===== src/rtl/edge_event_sync.sv =====
// edge_event_sync: multi-channel async input conditioner.
// Sync, glitch filter, edge detect, event pulse, sticky flags.
module edge_event_sync #(
   parameter int CH          = 4,
   parameter int SYNC_STAGES = 2,
   parameter int FILT_LEN    = 4,
   parameter int CW          = $clog2(FILT_LEN+1)
) (
   input  logic            clk,
   input  logic            rst,
   input  logic [CH-1:0]   din,
   input  logic [2*CH-1:0] mode,
   input  logic [CH-1:0]   force_ev,
   input  logic [CH-1:0]   ack,
   output logic [CH-1:0]   level,
   output logic [CH-1:0]   ev,
   output logic [CH-1:0]   flag,
   output logic [CH-1:0]   ovf,
   output logic            irq
);

   logic [SYNC_STAGES-1:0][CH-1:0] sync_q;
   logic [CH-1:0]                  s;
   logic [CH-1:0]                  lvl;
   logic [CH-1:0]                  lvl_d;
   logic [CH-1:0][CW-1:0]          cnt;
   logic [CH-1:0]                  rise;
   logic [CH-1:0]                  fall;
   logic [CH-1:0]                  edge_ev;
   logic [CH-1:0]                  ovf_set;

   assign s = sync_q[SYNC_STAGES-1];

   // Synchroniser shift chain, one column per channel
   always_ff @(posedge clk or posedge rst) begin
      if (rst) begin
         sync_q <= '0;
      end else begin
         sync_q <= {sync_q[SYNC_STAGES-2:0], din};
      end
   end

   // Accept a new level only after it persists FILT_LEN cycles
   always_ff @(posedge clk or posedge rst) begin
      if (rst) begin
         lvl <= '0;
         cnt <= '0;
      end else begin
         for (int i = 0; i < CH; i++) begin
            if (s[i] == lvl[i]) begin
               cnt[i] <= '0;
            end else if (cnt[i] == CW'(FILT_LEN-1)) begin
               lvl[i] <= s[i];
               cnt[i] <= '0;
            end else begin
               cnt[i] <= cnt[i] + CW'(1);
            end
         end
      end
   end

   // Delayed level for edge detection
   always_ff @(posedge clk or posedge rst) begin
      if (rst) begin
         lvl_d <= '0;
      end else begin
         lvl_d <= lvl;
      end
   end

   assign rise = lvl & ~lvl_d;
   assign fall = ~lvl & lvl_d;

   // Qualify edges by the live mode bits; force bypasses mode
   always_comb begin
      edge_ev = '0;
      for (int i = 0; i < CH; i++) begin
         edge_ev[i] = (mode[2*i] & rise[i]) | (mode[2*i+1] & fall[i]);
      end
   end

   assign ev      = edge_ev | force_ev;
   assign ovf_set = ev & flag & ~ack;

   // Sticky flag and overflow; a new event wins over ack
   always_ff @(posedge clk or posedge rst) begin
      if (rst) begin
         flag <= '0;
         ovf  <= '0;
      end else begin
         flag <= ev | (flag & ~ack);
         ovf  <= ovf_set | (ovf & ~ack);
      end
   end

   assign level = lvl;
   assign irq   = |flag;

endmodule

===== config.mk =====
export PLATFORM = sky130hd
export DESIGN_NAME = edge_event_sync
export DESIGN_NICKNAME = d
export VERILOG_FILES = /design/src/rtl/edge_event_sync.sv
export SDC_FILE = /design/constraint.sdc
export NUM_CORES = 1
export LEC_CHECK = 0
export CAP_MARGIN = 20
export CORE_AREA = 2 2 76 78
export DETAILED_ROUTE_END_ITERATION = 10
export DIE_AREA = 0 0 78 80
export PLACE_DENSITY = 0.51
export SYNTH_ARGS = -nofsm -noshare
export SYNTH_HDL_FRONTEND = slang
export SYNTH_SLANG_ARGS = --single-unit

===== constraint.sdc =====
create_clock -name clk -period 1.6 [get_ports clk]
set_input_delay 0.32 -clock clk [delete_from_list [all_inputs] [get_ports clk]]
set_output_delay 0.32 -clock clk [all_outputs]
set_load 0.05 [all_outputs]

==> qor.csv, run 1 <==
stage,metric,value,unit
status,status,finished with violations,
status,violations,negative setup slack,
cells_and_area,fin_cells,240,
sta,layout_setup_ws,-0.0742,ns
global_route,antenna_found_initial,0,
power,power,3.64,mW
global_route,grt_start_max_net_pins,37,
sta,fmax,0.597,GHz
setup_path,cp.required,1.28,ns
die,die-width,78,um
die,rows,27,
clock_tree,clkSlewWorstSetupHoldPaths,0.07,ns
sta,fin_crit_sh,1.05,
synth,netlist_instances,100,
cells_and_area,utilization,0.404,
cells_and_area,multi_input_area,409,um2
cells_and_area,n_fill_cell,529,
global_route,track_usage,0.0976,
clock_tree,root_buffer,clkbuf_8,
sta,fin_crit,1.67,ns
sta,hold_ws,0.351,ns
setup_path,path_max_fanout,3,
global_route,overflow,0,
synth,synth_area,0.00136,mm2
synth,synth_fp_nets,126,
synth,ys_seq_area_frac,0.665,
sta,rsz0062_at_grt,yes,
global_route,grt_pass1_vias,1062,
clock_tree,clock_path_buffers,2,
die,core_area,0.00541,mm2
routing,drc,0,
sta,tns,-0.300,ns
sta,slew_headroom,0.816,
setup_path,critPathMostFrequentCell,buf_6,
die,die_height,80,um
sta,fin_skew,0.00624,ns
min_path,worstHoldPathType,reg -> reg,
setup_path,crit_path_top_delay_cell,dfrtp_2,
cells_and_area,fin_area,0.00219,mm2
setup_path,cp_cell_sequence,"buf_6, a311oi_2, inv_1, buf_6",
placement,dp_cells,217,
routing,routed_wl,2640,um
power,power_density,1670,mW/mm2
setup_path,worst_setup_path_start_kind,flop,
sta,worst_pin_slew,0.274,ns
die,die-area,0.00624,mm2
routing,first_pass_iters,4,
synth,synth_seq_cells,36,
die,ios,39,
cells_and_area,regArea,907,um2
setup_path,crit_buf_inv,3,
setup_path,endpoint_kind,output port,
placement,gp_congestion,0.629,
clock_tree,cts_tree,yes,
cells_and_area,syn_to_final_growth,61.3,%
clock_tree,clkLatencyLatePin,0.28,ns
routing,wl_per_cell,11.0,um
global_route,grt_pass1_wl,4640,um
synth,synth_warnings,0,
setup_path,crit_path_max_incr_delay,0.42,ns
clock_tree,cts_hold_buf,0,
cells_and_area,antenna_cells,0,
routing,ant_nets,0,
sta,drv_slew,0,
setup_path,arrival,1.35,ns
synth,syn_area_per_cell,13.6,um2
setup_path,crit_type,reg -> out,
placement,preCtsSetupSlack,-0.172,ns
power,peakVddDrop,0.000802,V
clock_tree,htreeDepth,2,
placement,dp_hpwl,1880,um
cells_and_area,layout-drive-gt1-share,0.363,
die,start_util,0.251,
routing,viasPerCell,4.15,
cells_and_area,layout.nets,194,
sta,setup_violations,5,
synth,ys_types,17,
power,p_leak,1.02,nW
sta,hold_viol_final,0,
run,maxCapViolations,0,
setup_path,critPathTopFamily,flip-flops,
routing,vias,995,
routing,drt_iter0_drc,24,
placement,port-buffer-count,38,
clock_tree,cts_sinks,36,
placement,post_dp_cell_area,0.00196,mm2
clock_tree,cts_buffers,5,
## synth_stat cells (all sizes together)
library cell | count | area [um2]
dfrtp | 36 | 901
inv | 13 | 48.8
nor3b | 8 | 60.1
o21ai | 5 | 25.0
a311oi | 4 | 60.1
and3b | 4 | 35.0
ha | 4 | 50.1
nand2b | 4 | 25.0
nor2b | 4 | 25.0
nor3 | 4 | 20.0
xnor2 | 4 | 35.0
nand2 | 3 | 11.3
o31ai | 3 | 22.5
mux2 | 2 | 22.5
o22ai | 1 | 6.26
or4 | 1 | 7.51
## cell type report
cell class,count,share of cell area
Tap cell,72,0.0412
Sequential cell,36,0.415
Multi-Input combinational cell,51,0.187
Inverter,13,0.0223
Clock buffer,6,0.0332
Timing Repair Buffer,61,0.299
Clock inverter,1,0.00229
## logic make-up after synthesis
group                      after synthesis  synth area share
and+or+nand+nor                         28             0.136
muxes                                    2            0.0166
buffers and inverters                   13            0.0360
adders and majority gates                4            0.0369
xor gates and xnor gates                 4            0.0259
AOI/OAI and AO/OA                       13            0.0840
DFF                                     36             0.665
## layout by cell type, fill, tap and decap left out, drive strengths merged, types with 4 or more instances in the layout
cell,count
a311oi,4
and3b,4
buf,40
clkbuf,6
clkdlybuf4s50,18
dfrtp,36
ha,4
inv,13
nand2b,4
nor2b,4
nor3,4
nor3b,8
o21ai,5
xnor2,4
## power by group
| part | total [mW] | switching [mW] | internal, mW |
|---|---|---|---|
| Sequential | 1.30 | 0.143 | 1.16 |
| Clock | 0.589 | 0.293 | 0.296 |
| Combinational | 1.76 | 0.882 | 0.874 |
## per-layer routing
metal	vias up	track usage	wire length [um]
li1	477	-	-
met1	480	0.106	1120
met2	36	0.166	1320
met3	2	0.0430	187
met4	0	0.0421	17
met5	-	0	0
## worst paths after layout
kind                           start   endpoint  slack (ns)  cells after the start
hold reg to reg            sync_q[3]       s[3]        0.35                      0
min in group asynchronous        rst  sync_q[0]        0.39                      3
hold / removal             sync_q[3]       s[3]        0.35                      0
setup / recovery            level[1]      ev[1]       -0.07                      4
setup reg to reg            level[2]     ovf[2]        0.09                      8
max in group asynchronous        rst   level[2]        1.01                      3
## flip-flops by register name, indices dropped and copies added, names as in the netlist
name	count
cnt	12
flag	4
level	4
lvl_d	4
ovf	4
s	4
sync_q	4
## timing repair
action,in CTS,in global routing
resized for setup,12,2
buffers inserted,14,2
endpoints found under the hold margin,0,0
endpoints found under the setup margin,5,6
pin swaps,5,4
No activity file was read; power rests on OpenSTA's default activity.
==> run 2: changes to the inputs <==
TNS_END_PERCENT = 20   (was unset)
==> run 2 against run 1 <==
  * The flow still finishes with violations (negative setup slack)
  * Clock skew is 0.0023 ns lower
  * Hold slack got worse by 0.0024 ns
  * Final cell count fell by 2.5%
  * Critical path type is now in -> out
  * Largest cell class unchanged
  * Highest routed layer unchanged
==> qor.csv, run 2 (synthesis gave the netlist of run 1 again) <==
stage,metric,value,unit
cells_and_area,fin_area,0.00214,mm2
clock_tree,htreeDepth,2,
sta,drv_slew,0,
min_path,min_from,sync_q[1],
min_path,worstHoldPathType,reg -> reg,
cells_and_area,layout-drive-gt1-share,0.302,
status,violations,negative setup slack,
global_route,antenna_found_initial,0,
routing,wl_per_cell,11.0,um
placement,dp_hpwl,2000,um
run,maxCapViolations,0,
clock_tree,root_buffer,clkbuf_8,
setup_path,path_max_fanout,2,
clock_tree,cts_sinks,36,
cells_and_area,fin_cells,234,
die,ios,39,
cells_and_area,top_register,cnt,
die,rows,27,
die,core_area,0.00541,mm2
sta,setup_violations,5,
sta,layout_setup_ws,-0.0892,ns
placement,gp_congestion,0.661,
setup_path,crit_type,in -> out,
placement,preCtsSetupSlack,-0.177,ns
cells_and_area,largest_reg_flops,12,
cells_and_area,layout_common_cells,"dfrtp_1 (34), clkdlybuf4s50_1 (19), buf_4 (18)",
sta,fin_crit,1.69,ns
clock_tree,cts_tree,yes,
placement,port-buffer-count,38,
global_route,grt_pass1_vias,1088,
min_path,hold-path-endpoint,s[1],
sta,slew_headroom,0.823,
routing,ant_nets,0,
global_route,grt_pass1_wl,4620,um
routing,drc,0,
status,status,finished with violations,
placement,dp_cells,220,
die,die_height,80,um
power,power_density,1680,mW/mm2
placement,post_dp_cell_area,0.00197,mm2
setup_path,rrSetupSlack,0.34,ns
setup_path,r2r_cells,5,
clock_tree,clock_path_buffers,2,
cells_and_area,final_common_cell,dfrtp_1,
sta,fin_crit_sh,1.06,
routing,routed_wl,2560,um
die,die-width,78,um
cells_and_area,layout.nets,187,
cells_and_area,utilization,0.397,
clock_tree,clkLatencyLatePin,0.28,ns
global_route,grt_start_max_net_pins,37,
setup_path,endpoint_kind,output port,
sta,rsz0062_at_grt,yes,
setup_path,worstReg2RegEnd,ovf[0],
power,p_leak,0.993,nW
die,start_util,0.251,
power,power,3.60,mW
setup_path,rr_startpoint,level[0],
sta,tns,-0.313,ns
min_path,min_path_cells,0,
setup_path,worst_setup_path_start_kind,primary input,
setup_path,cp.required,1.28,ns
clock_tree,cts_hold_buf,0,
sta,hold_viol_final,0,
power,peakVddDrop,0.000927,V
routing,drt_iter0_drc,38,
sta,fin_skew,0.00391,ns
sta,worst_pin_slew,0.263,ns
clock_tree,cts_buffers,5,
sta,hold_ws,0.349,ns
cells_and_area,syn_to_final_growth,58.2,%
routing,first_pass_iters,2,
clock_tree,clkSlewWorstSetupHoldPaths,0.07,ns
setup_path,arrival,1.37,ns
cells_and_area,n_fill_cell,529,
die,die-area,0.00624,mm2
global_route,track_usage,0.0954,
cells_and_area,antenna_cells,0,
routing,vias,957,
global_route,overflow,0,
sta,fmax,0.592,GHz
routing,viasPerCell,4.09,
run 2: changes by cell type in the layout (fill, tap and decap cells not counted), sizes merged:
cell,delta
buf,-7
clkbuf,+2
clkdlybuf4s50,+1
clkinv,-1
dlygate4sd2,-1
run 2: worst max-delay path by stage:
stage,slack (ns),depth (start not counted),endpoint,start
2_1_floorplan,-0.14,3,ev[1],level[1]
3_3_place_gp,-0.12,5,ev[2],mode[4]
3_5_place_dp,-0.18,5,ev[2],mode[4]
4_1_cts,-0.11,4,ev[0],level[0]
5_1_grt,-0.17,4,ev[1],level[1]
6_report,-0.09,5,ev[1],mode[3]
run 2: area by class of cell:
class	count	area, um2	share of cell area
clock buffers	8	90.1	0.0420
well taps	72	90.1	0.0420
multi-input cells	51	420	0.196
repair buffers	54	591	0.276
inverters	13	48.8	0.0228
flip-flops and latches	36	903	0.421
run 2: worst max-delay path, cell delays in order:
cell and delay, ns:
clkdlybuf4s50_1 0.40, and3b_1 0.17, a311oi_2 0.23, inv_1 0.09, buf_6 0.16
run 2: report_power, final:
group	internal (mW)	total [mW]	leakage, nW	switching [mW]
Sequential	1.15	1.29	0.439	0.144
Combinational	0.807	1.67	0.509	0.861
Clock	0.351	0.640	0.0455	0.289
Total	2.31	3.60	0.993	1.29
run 2: metal layers:
| layer | share of wire | vias up | global-route usage |
|---|---|---|---|
| met5 | 0 | - | 0 |
| met4 | 0.015 | 0 | 0.0474 |
| met3 | 0.059 | 5 | 0.0294 |
| met2 | 0.50 | 28 | 0.166 |
| met1 | 0.42 | 461 | 0.106 |
| li1 | - | 463 | - |
run 2: repair_timing:
| action | 4_1_cts | 5_1_grt |
|---|---|---|
| hold endpoints to repair | 0 | 0 |
| pin swaps | 4 | 1 |
| resized for setup | 11 | 1 |
| buffers inserted | 6 | 0 |
| setup endpoints to repair | 5 | 5 |
